### src/rtl/ddr_test_sequencer.sv
// rtl/ddr_test_sequencer.sv - autonomous four-pass DDR tester sequencer over an AXI-Lite config write port
module ddr_test_sequencer #(
    parameter logic [31:0] DDR_SIZE       = 32'd134217728,
    parameter int          BURST_LEN      = 16,
    parameter int unsigned START_DELAY    = 100,
    parameter int unsigned SETTLE_CYCLES  = 4,
    parameter logic [31:0] TIMEOUT_CYCLES = 32'hFFFFFFF0
) (
    input  logic        clk_i,
    input  logic        rst_i,
    output logic        cfg_awvalid_o,
    output logic [31:0] cfg_awaddr_o,
    input  logic        cfg_awready_i,
    output logic        cfg_wvalid_o,
    output logic [31:0] cfg_wdata_o,
    output logic [3:0]  cfg_wstrb_o,
    input  logic        cfg_wready_i,
    input  logic        cfg_bvalid_i,
    input  logic [1:0]  cfg_bresp_i,
    output logic        cfg_bready_o,
    input  logic        status_busy_i,
    input  logic        status_err_i,
    output logic [1:0]  step_o,
    output logic        done_o,
    output logic        fail_o,
    output logic [1:0]  fail_code_o,
    output logic        rgb_led_r_o,
    output logic        rgb_led_g_o,
    output logic        rgb_led_b_o
);

    typedef enum logic [3:0] {
        S_DELAY, S_WR_END, S_WR_CFG, S_RESP, S_SETTLE,
        S_WAIT_DONE, S_NEXT, S_PASS, S_FAIL
    } state_t;

    localparam logic [3:0]  BURST_FIELD  = 4'(BURST_LEN / 4 - 1);
    localparam logic [31:0] ADDR_CFG     = 32'h0000_0000;
    localparam logic [31:0] ADDR_END     = 32'h0000_0008;
    localparam logic [31:0] CFG_ONES     = 32'h0000_0002;
    localparam logic [31:0] CFG_INCR     = 32'h0000_0004;
    localparam logic [31:0] CFG_READ     = 32'h0000_0100;
    localparam logic [31:0] DELAY_LAST   = 32'(START_DELAY - 1);
    localparam logic [31:0] SETTLE_LAST  = 32'(SETTLE_CYCLES - 1);
    localparam logic [31:0] TIMEOUT_LAST = TIMEOUT_CYCLES - 32'd1;

    state_t      state;
    logic [31:0] cnt;
    logic        issued;
    logic        aw_done;
    logic        w_done;
    logic        end_write;
    logic [31:0] cfg_word;
    logic        aw_ok;
    logic        w_ok;

    always_comb begin
        cfg_word = {BURST_FIELD, 28'h0};
        case (step_o)
            2'd0:    cfg_word = cfg_word | CFG_INCR;
            2'd1:    cfg_word = cfg_word | CFG_INCR | CFG_READ;
            2'd2:    cfg_word = cfg_word | CFG_ONES;
            default: cfg_word = cfg_word | CFG_ONES | CFG_READ;
        endcase
    end

    // A channel counts as accepted if it handshook earlier or is handshaking now
    assign aw_ok = aw_done | (cfg_awvalid_o & cfg_awready_i);
    assign w_ok  = w_done  | (cfg_wvalid_o  & cfg_wready_i);

    assign cfg_wstrb_o  = 4'hF;
    assign cfg_bready_o = 1'b1;

    always_ff @(posedge clk_i or posedge rst_i) begin
        if (rst_i) begin
            state         <= S_DELAY;
            cnt           <= 32'd0;
            issued        <= 1'b0;
            aw_done       <= 1'b0;
            w_done        <= 1'b0;
            end_write     <= 1'b0;
            cfg_awvalid_o <= 1'b0;
            cfg_awaddr_o  <= 32'd0;
            cfg_wvalid_o  <= 1'b0;
            cfg_wdata_o   <= 32'd0;
            step_o        <= 2'd0;
            done_o        <= 1'b0;
            fail_o        <= 1'b0;
            fail_code_o   <= 2'd0;
            rgb_led_r_o   <= 1'b1;
            rgb_led_g_o   <= 1'b1;
            rgb_led_b_o   <= 1'b0;
        end else begin
            rgb_led_r_o <= (state != S_FAIL);
            rgb_led_g_o <= (state != S_PASS);
            rgb_led_b_o <= (state == S_PASS) || (state == S_FAIL);

            case (state)
                S_DELAY: begin
                    if (cnt == DELAY_LAST) begin
                        cnt   <= 32'd0;
                        state <= S_WR_END;
                    end else begin
                        cnt <= cnt + 32'd1;
                    end
                end

                S_WR_END, S_WR_CFG: begin
                    if (!issued) begin
                        issued        <= 1'b1;
                        aw_done       <= 1'b0;
                        w_done        <= 1'b0;
                        end_write     <= (state == S_WR_END);
                        cfg_awvalid_o <= 1'b1;
                        cfg_wvalid_o  <= 1'b1;
                        cfg_awaddr_o  <= (state == S_WR_END) ? ADDR_END : ADDR_CFG;
                        cfg_wdata_o   <= (state == S_WR_END) ? DDR_SIZE : cfg_word;
                    end else begin
                        if (cfg_awvalid_o && cfg_awready_i) begin
                            cfg_awvalid_o <= 1'b0;
                            aw_done       <= 1'b1;
                        end
                        if (cfg_wvalid_o && cfg_wready_i) begin
                            cfg_wvalid_o <= 1'b0;
                            w_done       <= 1'b1;
                        end
                        if (aw_ok && w_ok) begin
                            issued <= 1'b0;
                            state  <= S_RESP;
                        end
                    end
                end

                S_RESP: begin
                    if (cfg_bvalid_i) begin
                        if (cfg_bresp_i != 2'b00) begin
                            state       <= S_FAIL;
                            done_o      <= 1'b1;
                            fail_o      <= 1'b1;
                            fail_code_o <= 2'd1;
                        end else if (end_write) begin
                            state <= S_WR_CFG;
                        end else begin
                            cnt   <= 32'd0;
                            state <= S_SETTLE;
                        end
                    end
                end

                // Gives the tester time to raise busy before it is trusted
                S_SETTLE: begin
                    if (cnt == SETTLE_LAST) begin
                        cnt   <= 32'd0;
                        state <= S_WAIT_DONE;
                    end else begin
                        cnt <= cnt + 32'd1;
                    end
                end

                S_WAIT_DONE: begin
                    if (status_err_i) begin
                        state       <= S_FAIL;
                        done_o      <= 1'b1;
                        fail_o      <= 1'b1;
                        fail_code_o <= 2'd0;
                    end else if (!status_busy_i) begin
                        state <= S_NEXT;
                    end else if (cnt == TIMEOUT_LAST) begin
                        state       <= S_FAIL;
                        done_o      <= 1'b1;
                        fail_o      <= 1'b1;
                        fail_code_o <= 2'd2;
                    end else begin
                        cnt <= cnt + 32'd1;
                    end
                end

                S_NEXT: begin
                    if (step_o == 2'd3) begin
                        state  <= S_PASS;
                        done_o <= 1'b1;
                    end else begin
                        step_o <= step_o + 2'd1;
                        state  <= S_WR_CFG;
                    end
                end

                S_PASS, S_FAIL: begin
                end

                default: state <= S_DELAY;
            endcase
        end
    end

endmodule

### config.mk
export PLATFORM = sky130hd
export DESIGN_NAME = ddr_test_sequencer
export DESIGN_NICKNAME = d
export VERILOG_FILES = /design/src/rtl/ddr_test_sequencer.sv
export SDC_FILE = /design/constraint.sdc
export NUM_CORES = 1
export LEC_CHECK = 0
export CELL_PAD_IN_SITES_DETAIL_PLACEMENT = 1
export CELL_PAD_IN_SITES_GLOBAL_PLACEMENT = 2
export CORE_MARGIN = 2
export CORE_UTILIZATION = 25
export DETAILED_ROUTE_END_ITERATION = 7
export HOLD_SLACK_MARGIN = 0.1
export PLACE_DENSITY_LB_ADDON = 0.1
export SYNTH_ARGS = -nofsm -noshare
export SYNTH_HDL_FRONTEND = slang
export SYNTH_SLANG_ARGS = --single-unit
### constraint.sdc
create_clock -name clk_i -period 2.9 [get_ports clk_i]
set_input_delay 0.58 -clock clk_i [delete_from_list [all_inputs] [get_ports clk_i]]
set_output_delay 0.58 -clock clk_i [all_outputs]
set_load 0.02 [all_outputs]
# Word-level counts from Yosys, hierarchy flattened
# Cells that the tools add are included.
dict set report op_classes {
  n_addsub 2
  eq_ne 33
  n_mux 48
  bitwise 7
  n_reduce_logical 20
}
# operator count
set op_table {}
lappend op_table {{two-way mux 32 bit} 9}
lappend op_table {{one-hot mux 32 bit (4 select lines)} 1}
lappend op_table {{two-way mux 4 bit} 10}
lappend op_table {{adder 32 x 1 -> 32 bit (second input constant)} 1}
lappend op_table {{== test 32 x 2 -> 1 bit (second input constant)} 1}
lappend op_table {{== test 32 bit (second input constant)} 1}
lappend op_table {{== test 32 x 7 -> 1 bit (second input constant)} 1}
lappend op_table {{one-hot mux 4 bit (7 select lines)} 1}
lappend op_table {{one-hot mux 9 bit (3 select lines)} 1}
lappend op_table {{!= test 2 bit (second input constant)} 12}
lappend op_table {{== test 4 x 3 -> 1 bit (second input constant)} 4}
lappend op_table {{two-way mux 1 bit} 16}
lappend op_table {{AND reduction 7 bit} 2}
lappend op_table {{two-way mux 2 bit} 5}
lappend op_table {{== test 4 x 2 -> 1 bit (second input constant)} 2}
lappend op_table {{!= test 4 bit (second input constant)} 2}
lappend op_table {{AND reduction 2 bit} 4}
lappend op_table {{two-way mux 3 bit} 2}
lappend op_table {{!= test 3 bit (second input constant)} 2}
lappend op_table {{AND reduction 6 bit} 1}
lappend op_table {{AND reduction 5 bit} 1}
lappend op_table {{== test 2 bit (second input constant)} 2}
lappend op_table {{== test 4 x 1 -> 1 bit (second input constant)} 1}
lappend op_table {{== test 4 bit (second input constant)} 1}
lappend op_table {{18 further kinds} 27}
dict set report totals {
  ff_bits 115
  output_inout_bits 80
  elab_cells 127
}

# Depth between registers and ports, before layout
dict set report logic_depth {
  depth_word 6
  ltp_mapped 10
  ltp_nobuf 8
}

# Least setup slack after synthesis
# Ideal clock, no wire load.
dict set report synth_timing {
  path_type {flip-flop to flip-flop}
  start {reg cnt[28]}
  end {reg cnt[11]}
  setup_time_ns 0.121
  arrival_ns 2.298
  t_required_ns 2.779
  slack_ns 0.481
  path_stages_with_launch 7
  synth_period_minus_slack_ns 2.419
  cell_sequence {dfrtp_1 or4_1 or4_1 o21ai_1 clkbuf_1 o21ai_0 a22o_1}
}
dict set report synth_via {
  elab_chain_len 3
  elab_cells_between_ends 8
  classes_between {4 x eq/ne; 3 x mux; 1 x reduce/logical}
}
# item line
set synth_lines {}
lappend synth_lines {{start: declaration} 48} ;# logic [31:0] cnt;
lappend synth_lines {{start signal: assignment} 104} ;# cnt <= cnt + 32'd1;
lappend synth_lines {{start signal: assignment} 156} ;# cnt <= cnt + 32'd1;
lappend synth_lines {{start signal: assignment} 174} ;# cnt <= cnt + 32'd1;
lappend synth_lines {{== test 32 bit, or another cell as far along} 168} ;# end else if (cnt == TIMEOUT_LAST) begin
lappend synth_lines {{!= test 2 bit (no source line), or another cell as far along} --}
lappend synth_lines {{AND reduction 7 bit (no source line) or one-hot mux 32 bit (4 select lines) (tied branches)} --}
# Parallel ways exist; a longest one is shown, timed or not.
# A chain may end at the register's enable or synchronous reset.

# Worst setup path in the final report
dict set report layout_timing {
  start {reg cnt[25]}
  end {reg cnt[25]}
}
dict set report layout_via {
  elab_chain_len 5
  elab_cells_between_ends 12
  classes_between {1 x add/sub; 4 x eq/ne; 6 x mux; 1 x reduce/logical}
}
# item line
set layout_lines {}
lappend layout_lines {{adder 32 x 1 -> 32 bit} {104, 156, 174}}
lappend layout_lines {{two-way mux 32 bit} 168}
lappend layout_lines {{two-way mux 32 bit} 166} ;# end else if (!status_busy_i) begin
lappend layout_lines {{two-way mux 32 bit} 161} ;# if (status_err_i) begin
lappend layout_lines {{one-hot mux 32 bit (4 select lines)} 98} ;# case (state)
# Parallel ways exist; a longest one is shown, timed or not. The select of a mux whose other input is x is not followed.

==> impl_metrics.py <==
metrics = {
    "setup_path": {
        "rrSetupSlack_ps": 220,
        "worst_setup_path_start_kind": "flop",
        "cp-end-kind": "flop",
        "crit_arrival_ps": 2870,
        "cp.required_ps": 3090,
        "path_class": "reg2reg",
        "cp_max_fo": 12,
    },
    "clock_network": {
        "cts_setup_buffers": 0,
        "cts_tree": "built",
        "htreeDepth": 2,
        "clk_latency_ps": 310,
        "cts-buffers-inserted": 5,
        "clk_path_buf_depth": 2,
        "clk_pin_slew_ps": 80,
        "post_cts_resized": 0,
        "cts_hold_buf": 0,
        "clock-sinks": 55,
        "cts_root_buffer": "clkbuf_16",
    },
    "synth": {
        "synth_top_family_by_area": "simple AND/OR/NAND/NOR gates",
        "synth_edf_count": 0,
        "yosys.area_share.simple_pct": 21.4,
        "synth_compound_area_share_pct": 19.5,
        "synth_seq_cells": 55,
        "postSynth.topFlopCell": "dfrtp_1",
        "seq_area_frac_synth_pct": 37.6,
        "synth.area.mux_share_pct": 1.19,
        "syn_area_per_cell_um2": 8.39,
        "synthAdderAreaFrac_pct": 2.05,
        "yosysWarnings": 0,
        "ys_types": 45,
        "synth_cells": 437,
        "syn_area_um2": 3670,
        "synth-xor-area-share_pct": 0.239,
        "synthArstFlopShare_pct": 100,
    },
    "place": {
        "gp_congestion": 0.784,
        "placedCellCount": 651,
        "io_buffers": 26,
        "place_hpwl_um": 7870,
    },
    "cells_and_area": {
        "drive_gt1_share_pct": 11.8,
        "final_common_cell": "conb_1",
        "fillCellCount": 1746,
        "multi_input_area_um2": 1870,
        "regArea_um2": 1380,
        "layout.cells.non_filler": 659,
        "mostFrequentLayoutCells": "62 x conb_1, 53 x dfrtp_1, 43 x o21ai_0, 34 x nor2_1, 29 x buf_4",
        "diodes": 0,
        "area_growth_pct": 14.8,
        "nets": 489,
    },
    "sta": {
        "period_share_pct": 92.3,
        "clock_skew_ps": 8.78,
        "grt_setup_unrepaired": "no",
        "maxSlewViolCount": 0,
        "clock.fmax_ghz": 0.374,
        "fin_crit_ps": 2680,
        "finalSetupTns_ps": 0,
        "setup_viol": 0,
        "finalHoldViolCount": 0,
        "hold_ws_ps": 477,
        "tightestPinTransition_ps": 630,
        "slew_headroom_pct": 57.9,
    },
    "die": {
        "dieArea_um2": 15700,
        "initial_core_util_pct": 25.4,
        "die_h_um": 125,
        "io_pins": 89,
        "rows": 44,
        "fp.dieW_um": 125,
        "core-area_um2": 14400,
    },
    "grt": {
        "grt_pass1_wl_um": 17400,
        "grt_max_degree": 56,
        "grt_usage_pct": 13.8,
        "grt_pass1_vias": 3136,
        "grt_antenna_before_repair": 0,
        "overflow": 0,
    },
    "route": {
        "vias": 3107,
        "drtAntennaViolNets": 0,
        "drc": 0,
        "drtPass1Iterations": 4,
        "wl_per_cell_um": 16.4,
        "routed_via_density": 4.71,
        "drtIter0Drc": 133,
        "wl_um": 10800,
    },
    "pwr": {
        "ir_drop_mv": 0.232,
        "power_leakage_nw": 1.73,
        "power_density_nw_per_um2": 384,
    },
    "run_status": {
        "status": "finished clean",
    },
    "worst_hold_path": {
        "hold_path.class": "reg2reg",
    },
    "run": {
        "maxCapViolations": 0,
    },
}
[critical path, stage by stage (launching register included)]
cell and delay, ps:
dfrtp_1 450, nand4_1 190, or4_1 560, or4b_4 580, nor2_2 140, or2_1 230, buf_4 240, o21ai_0 110
o41ai_1 70
[Yosys cell counts, types with 2 or more instances]
library cell	count	area (um^2)
or4_1	4	30.0
buf_6	3	33.8
clkbuf_1	12	45.0
buf_2	4	20.0
dfstp_2	2	52.6
ha_1	6	75.1
a31oi_1	13	81.3
a22o_1	6	52.6
o31ai_1	17	128
nand2b_1	7	43.8
o211ai_1	2	15.0
or3_1	6	37.5
conb_1	2	7.51
dfrtp_1	53	1330
nor2_1	34	128
nor2_2	2	12.5
o41ai_1	5	43.8
o221ai_1	2	17.5
nor2b_1	9	56.3
o21ai_1	5	25.0
o21ai_0	43	215
a21o_1	2	15.0
mux2_2	3	33.8
or2_2	4	25.0
inv_1	12	45.0
nor3_1	14	70.1
a21oi_1	16	80.1
nand2_1	28	105
buf_4	67	503
nand4_1	10	62.6
nand3_1	18	90.1
a31o_2	2	17.5
nor4_1	12	75.1
[sequential cells by signal, indices dropped and copies added (netlist names)]
name and cells:
step_o 2, done_o 1, state 4, fail_code_o 2
cfg_wvalid_o 1, fail_o 1, rgb_led_r_o 1, w_done 1
rgb_led_b_o 1, aw_done 1, cfg_awvalid_o 1, issued 1
cfg_wdata_o 5, rgb_led_g_o 1, cnt 32
[per-stage QoR]
stage               power, mW  setup slack [ps]  util [%]  cell area [um^2]
global placement        0.900               100      28.0              4040
floorplan               0.935               481         -              3890
global route             1.69              40.4      29.2              4210
detailed placement      0.900              23.3      28.0              4040
finish                   1.62               225      29.2              4210
CTS                      1.65               230      29.2              4210
[metal layers]
layer  global-route usage (%)  wire, um  vias to the layer above
li1                         -         -                     1517
met1                     18.0      5140                     1542
met2                     23.8      5350                       40
met3                     2.27       240                        8
met4                     3.14        98                        0
met5                        0         0                        -
[logic make-up after synthesis]
| family | Yosys count |
|---|---|
| other | 2 |
| muxes | 4 |
| and+or+nand+nor | 154 |
| AOI/OAI and AO/OA | 116 |
| DFF | 55 |
| adders and majority gates | 6 |
| buffers and inverters | 99 |
| xor gates and xnor gates | 1 |
[where the power goes]
part           internal [mW]  switching [mW]
clock network          0.414           0.320
logic                 0.0179          0.0985
registers              0.768        0.000714
total                   1.20           0.419
[final cells by class]
type                       instances  share of cell area, %
tap                              184                   5.47
inverter                          12                   1.07
clock inverter                     3                   1.13
clock buffer                       5                   2.97
sequential                        55                   32.7
timing repair buffer              57                   12.3
multi-input combinational        343                   44.3
[final timing paths]
check                           startpoint              to  depth (start not counted)
max in group asynchronous            rst_i     rgb_led_g_o                          3
min in group asynchronous            rst_i  cfg_wdata_o[1]                          3
worst min-delay path                fail_o          fail_o                          1
worst min register to register      fail_o          fail_o                          1
worst max register to register     cnt[25]         cnt[25]                          8
worst max-delay path               cnt[25]         cnt[25]                          8
(Power assumes the default switching activity.)
